## src/rtl/pipe_skid_reg.sv

```systemverilog
// Inter-stage pipeline register with valid/ready handshake, a one-word skid buffer,
// synchronous flush with bubble insertion and a saturating bubble counter.
module pipe_skid_reg #(
  parameter int                DATA_W     = 32,
  parameter int                NUM_FIELDS = 3,
  parameter logic [DATA_W-1:0] PC_RESET   = 32'h0000_3000,
  parameter logic [DATA_W-1:0] NOP_INSTR  = 32'h0000_0000,
  parameter int                CNT_W      = 16
) (
  input  logic                         clk,
  input  logic                         reset,
  input  logic                         flush,
  input  logic                         in_valid,
  output logic                         in_ready,
  input  logic [DATA_W-1:0]            in_instr,
  input  logic [DATA_W-1:0]            in_pc,
  input  logic [NUM_FIELDS*DATA_W-1:0] in_data,
  input  logic                         in_check,
  output logic                         out_valid,
  input  logic                         out_ready,
  output logic [DATA_W-1:0]            out_instr,
  output logic [DATA_W-1:0]            out_pc,
  output logic [NUM_FIELDS*DATA_W-1:0] out_data,
  output logic                         out_check,
  output logic [CNT_W-1:0]             bubble_cnt
);

  localparam int DW = NUM_FIELDS * DATA_W;
  localparam logic [CNT_W-1:0] CNT_MAX = {CNT_W{1'b1}};
  localparam logic [CNT_W-1:0] CNT_ONE = {{(CNT_W-1){1'b0}}, 1'b1};

  logic              m_valid_r, m_valid_s;
  logic [DATA_W-1:0] m_instr_r, m_instr_s;
  logic [DATA_W-1:0] m_pc_r, m_pc_s;
  logic [DW-1:0]     m_data_r, m_data_s;
  logic              m_check_r, m_check_s;
  logic              s_valid_r, s_valid_s;
  logic [DATA_W-1:0] s_instr_r, s_instr_s;
  logic [DATA_W-1:0] s_pc_r, s_pc_s;
  logic [DW-1:0]     s_data_r, s_data_s;
  logic              s_check_r, s_check_s;
  logic              in_ready_r;
  logic [CNT_W-1:0]  bubble_cnt_r;
  logic              accept_s, consume_s;

  assign accept_s  = in_valid && in_ready_r;
  assign consume_s = m_valid_r && out_ready;

  // Next-state of main and skid registers; an emptied main register is reloaded with bubble values.
  always_comb begin
    m_valid_s = m_valid_r;
    m_instr_s = m_instr_r;
    m_pc_s    = m_pc_r;
    m_data_s  = m_data_r;
    m_check_s = m_check_r;
    s_valid_s = s_valid_r;
    s_instr_s = s_instr_r;
    s_pc_s    = s_pc_r;
    s_data_s  = s_data_r;
    s_check_s = s_check_r;
    if (flush) begin
      m_valid_s = 1'b0;
      m_instr_s = NOP_INSTR;
      m_pc_s    = PC_RESET;
      m_data_s  = {DW{1'b0}};
      m_check_s = 1'b0;
      s_valid_s = 1'b0;
    end else if (m_valid_r && consume_s && s_valid_r) begin
      m_instr_s = s_instr_r;
      m_pc_s    = s_pc_r;
      m_data_s  = s_data_r;
      m_check_s = s_check_r;
      s_valid_s = 1'b0;
    end else if ((!m_valid_r || consume_s) && accept_s) begin
      m_valid_s = 1'b1;
      m_instr_s = in_instr;
      m_pc_s    = in_pc;
      m_data_s  = in_data;
      m_check_s = in_check;
    end else if (!m_valid_r || consume_s) begin
      m_valid_s = 1'b0;
      m_instr_s = NOP_INSTR;
      m_pc_s    = PC_RESET;
      m_data_s  = {DW{1'b0}};
      m_check_s = 1'b0;
    end else if (accept_s) begin
      // Main is stalled and skid is empty (otherwise in_ready would be low).
      s_valid_s = 1'b1;
      s_instr_s = in_instr;
      s_pc_s    = in_pc;
      s_data_s  = in_data;
      s_check_s = in_check;
    end else begin
      m_valid_s = m_valid_r;
    end
  end

  // State registers; in_ready is registered from the next skid occupancy.
  always_ff @(posedge clk) begin
    if (reset) begin
      m_valid_r  <= 1'b0;
      m_instr_r  <= NOP_INSTR;
      m_pc_r     <= PC_RESET;
      m_data_r   <= {DW{1'b0}};
      m_check_r  <= 1'b0;
      s_valid_r  <= 1'b0;
      s_instr_r  <= NOP_INSTR;
      s_pc_r     <= PC_RESET;
      s_data_r   <= {DW{1'b0}};
      s_check_r  <= 1'b0;
      in_ready_r <= 1'b1;
    end else begin
      m_valid_r  <= m_valid_s;
      m_instr_r  <= m_instr_s;
      m_pc_r     <= m_pc_s;
      m_data_r   <= m_data_s;
      m_check_r  <= m_check_s;
      s_valid_r  <= s_valid_s;
      s_instr_r  <= s_instr_s;
      s_pc_r     <= s_pc_s;
      s_data_r   <= s_data_s;
      s_check_r  <= s_check_s;
      in_ready_r <= !s_valid_s;
    end
  end

  // Saturating count of edges that saw an empty output; flush does not clear it.
  always_ff @(posedge clk) begin
    if (reset) begin
      bubble_cnt_r <= {CNT_W{1'b0}};
    end else if (!m_valid_r && (bubble_cnt_r != CNT_MAX)) begin
      bubble_cnt_r <= bubble_cnt_r + CNT_ONE;
    end else begin
      bubble_cnt_r <= bubble_cnt_r;
    end
  end

  assign in_ready   = in_ready_r;
  assign out_valid  = m_valid_r;
  assign out_instr  = m_instr_r;
  assign out_pc     = m_pc_r;
  assign out_data   = m_data_r;
  assign out_check  = m_check_r;
  assign bubble_cnt = bubble_cnt_r;

endmodule
```

## config.mk

```make
export PLATFORM = sky130hd
export DESIGN_NAME = pipe_skid_reg
export DESIGN_NICKNAME = d
export VERILOG_FILES = /design/src/rtl/pipe_skid_reg.sv
export SDC_FILE = /design/constraint.sdc
export NUM_CORES = 1
export LEC_CHECK = 0
export ABC_AREA = 0
export BUFFER_PORTS_ARGS = -buffer_cell sky130_fd_sc_hd__buf_2
export CAP_MARGIN = 20
export CORE_ASPECT_RATIO = 1.2
export CORE_MARGIN = 2
export CORE_UTILIZATION = 40
export CTS_BUF_LIST = sky130_fd_sc_hd__clkbuf_2 sky130_fd_sc_hd__clkbuf_4 sky130_fd_sc_hd__clkbuf_8
export CTS_CLUSTER_DIAMETER = 30
export DETAILED_ROUTE_END_ITERATION = 10
export HOLD_SLACK_MARGIN = 0.12
export MAX_ROUTING_LAYER = met4
export PLACE_DENSITY_LB_ADDON = 0.25
export SLEW_MARGIN = 10
export SYNTH_ARGS = -nofsm -noshare
export SYNTH_HDL_FRONTEND = slang
export SYNTH_SLANG_ARGS = --single-unit
```

## constraint.sdc

```tcl
create_clock -name clk -period 1.76 [get_ports clk]
set_clock_uncertainty 0.1 [all_clocks]
set_input_delay 0.44 -clock clk [delete_from_list [all_inputs] [get_ports clk]]
set_output_delay 0.44 -clock clk [all_outputs]
set_load 0.02 [all_outputs]
```

==> key figures <==
Die
  • CORE AREA: 0.0302 sq mm
  • Die footprint: between 0.03 and 0.04 sq mm
  • Die span in x: around 160 um
  • Row count: 70
  • Effective utilization at floorplan: between 40 and 50%
  • Die span in y: around 200 um
  • I/O pins: around 350

Global route
  • Remaining Overflow, GRT: 0
  • Initial antenna violation count: 0
  • First-pass GRT wire length: roughly 63000 um
  • GRT Total Usage: approximately a quarter
  • Vias in the first global route: ~13000
  • Pin count of the biggest net entering global routing: 83

Route
  • Iteration-0 DRC Markers: about 1600
  • Number of iterations in the first detailed-routing pass: 9
  • Vias: between 10000 and 15000
  • Detail Route Antenna Nets: 0
  • Wirelength per Cell: approximately 17 um
  • Drt drc: 0
  • Routed vias/inst: ~5.5
  • Routed WL: between 40000 and 50000 um

STA
  • FMAX: around 550 MHz
  • Max-slew violation count: 0
  • Final worst slack: -66.3 ps
  • Period utilization: 104%
  • Final setup violation count: 4
  • Fin. Hold Viols: 0
  • Slew headroom: between 60% and 70%
  • Post-route minimum period: 1830 ps
  • Setup TNS: -130 ps
  • RSZ-0062 raised after global routing: true
  • Actual slew at the worst max-slew pin: a little over 500 ps

Min path
  • Worst Hold Path Cells: 3
  • Min-delay worst type: input port to flip-flop
  • Hold_sp: reset

Power
  • Net switching power: 4320 uW
  • Clock power share: between 40 and 50%
  • Int Pwr: 14200 uW
  • Leak Pwr: 0.00743 uW
  • Power density over cell area: 1000 mW/mm^2
  • Combinational Power Share: ~8.9%
  • Switching Share: 23.3%
  • Peak supply drop: 0.757 mV
  • Register share of total power: a little over two fifths

Yosys
  • Top post-synthesis cells by area: dfxtp_1, a222oi_1, nand2_1
  • Post-synth EDFFs: 0
  • Post-synth top area cell: dfxtp_1
  • Commonest cells in the netlist: dfxtp_1, nand2_1, nor2_1
  • Cell variety after synth: between 40 and 50
  • Number of synthesized register bits: approximately 340
  • Post-synth top area share: roughly 56%
  • Cells after synthesis: roughly 1400
  • Post-Syn Area: between 0.01 and 0.015 sq mm
  • Synth Area per Inst: roughly 8.9 sq um
  • Primary FF master, synth: dfxtp_1
  • Most common cell in the netlist: dfxtp_1
  • Ys Warns: 0
  • Syn Nets: 1537
  • Ys async rst share: 0%
  • Sequential area share after synthesis: 56.0%

Worst setup path
  • Crit path cell chain: buf_4 -> nand4_1 -> or3_4 -> o41ai_1 -> a21oi_2
  • Max incr delay on CP: around 500 ps
  • Flop2flop setup slack: -70 ps
  • Crit path capture type: flip-flop
  • Worst r2r src: bubble_cnt[8]
  • Arr. time, crit path: ~2200 ps
  • Critical Path RT: around 2100 ps
  • Worst R2R Path Depth: 5
  • R2R Path End: bubble_cnt[13]
  • Critical Path Start: bubble_cnt[8]
  • Critical path launch point type: flip-flop
  • Critical path class: flip-flop to flip-flop
  • CP max FO: 5
  • Worst path slowest cell: o41ai_1
  • Setup crit end: bubble_cnt[13]

Cells and area
  • Layout area overhead: 51.4%
  • Post-route cell area: 0.0184 sq mm
  • Area occupied by multi-input gates: 0.00494 sq mm
  • Ant diodes: 0
  • Share of cells above drive strength 1: between 20% and 30%
  • Fillers: approximately 2500
  • Register area: about 0.0069 sq mm
  • NumNets Final: about 2100

Clock network
  • Root Buffer Master: clkbuf_8
  • CTS Buf Count: 66
  • CTS tree: yes
  • Clock slew at reported path FFs: 50 ps
  • Clock tree buffer depth: 3
  • H-tree depth: 3
  • Worst-Skew Late Latency: between 500 and 600 ps
  • CTS sink count: 341

Placement
  • Dpl ws: -68.3 ps
  • Post-DP Area: between 0.015 and 0.02 sq mm
  • Port buffer count: 344
  • Gpl congestion: just under 0.9
  • Post-DP HPWL: roughly 25000 um

Outcome
  • Status: finished with violations
  • Failing checks: setup timing

Run
  • Max cap viols: 0
==> metal layers <==
metal	part of all wire [%]	routed length [um]	global-route usage, %	vias up
met3	7.6	3110	5.46	104
met4	3.2	1320	11.1	0
met1	41	16600	29.4	6207
met5	0	0	-	-
met2	49	19900	40.8	618
li1	-	-	-	6052
==> layout make-up <==
cell class	count	area share, %
multi-input cells	900	26.8
inverters	2	0.0407
flip-flops and latches	341	37.2
well taps	396	2.69
clock buffers	95	6.58
repair buffers	594	25.0
clock inverters	23	1.73
==> worst max-delay path: cells and delay by family (launching register included) <==
family,cells,cell delay [ps]
flip-flops,1,380
buffers and inverters,1,110
AO/OA/AOI/OAI,2,620
AND/OR/NAND/NOR,2,480
==> flip-flops by register name, summed over array words and instances (netlist names) <==
name	count
bubble_cnt	16
out_data	96
out_instr	32
s_instr_r	32
s_check_r	1
out_check	1
s_valid_r	1
s_data_r	96
out_pc	32
out_valid	1
s_pc_r	32
in_ready	1
==> what timing repair did <==
item | 4_1_cts | 5_1_grt
endpoints found under the hold margin | 323 | 0
resized for setup | 38 | 15
cloned | 0 | 2
setup endpoints to repair | 21 | 36
hold buffers | 162 | 0
setup buffers | 3 | 2
pin swaps | 0 | 10
==> how the worst min path moves through the flow <==
stage,to,slack [ps]
finish,bubble_cnt[5],210
floorplan,s_check_r,340
global route,bubble_cnt[5],190
detailed placement,s_data_r[10],350
global placement,s_data_r[44],340
CTS,bubble_cnt[3],160
==> power groups by stage <==
| stage | Clock, uW | Sequential, uW | Combinational (uW) |
|---|---|---|---|
| after floorplan | 0 | 8230 | 508 |
| after global placement | 0 | 8100 | 1290 |
| after detailed placement | 0 | 8110 | 1310 |
| after CTS | 9080 | 7940 | 1610 |
| after global routing | 9420 | 7950 | 1760 |
| final | 8910 | 7940 | 1650 |
==> per-stage QoR <==
stage               instances  utilization, %  hold WS [ps]  total power, uW
CTS                      2347            60.7           164            18600
detailed placement       2065            49.8           346             9410
global placement         2065            49.8           341             9390
floorplan                1370               -           336             8740
global route             2351            61.0           190            19100
finish                   2351            61.0           205            18500
==> cell usage in the layout (no fill, tap or decap), drive strengths merged, types with 2 or more instances in the layout <==
cell	synthesis	final
a2111oi	2	2
o21ai	5	5
dlygate4sd3	0	162
clkinvlp	0	9
a31oi	2	2
o31ai	3	3
a222oi	159	159
nand3	3	3
a21oi	169	169
dfxtp	341	341
buf	15	430
bufinv	0	7
nand2	333	333
nand2b	3	3
mux2	3	3
clkbuf	112	97
nor2b	3	3
o41ai	2	2
clkinv	0	6
nor4	2	2
or4b	2	2
or3	4	4
nand4	7	7
inv	2	3
or4	3	3
nor2	170	170
nor3	5	5
xor2	3	3
a221oi	2	2
nand3b	2	2
==> logic make-up (layout without fill, tap and decap cells) <==
kind of cell	count (synthesis)	in the layout	synth area share, %
and+or+nand+nor	545	545	17.9
AOI/OAI and AO/OA	347	347	21.3
DFF	341	341	56.0
buffers and inverters	129	714	4.11
muxes	4	4	0.359
xor gates and xnor gates	3	3	0.216
adders and majority gates	1	1	0.103
No activity file was read; power rests on OpenSTA's default activity.
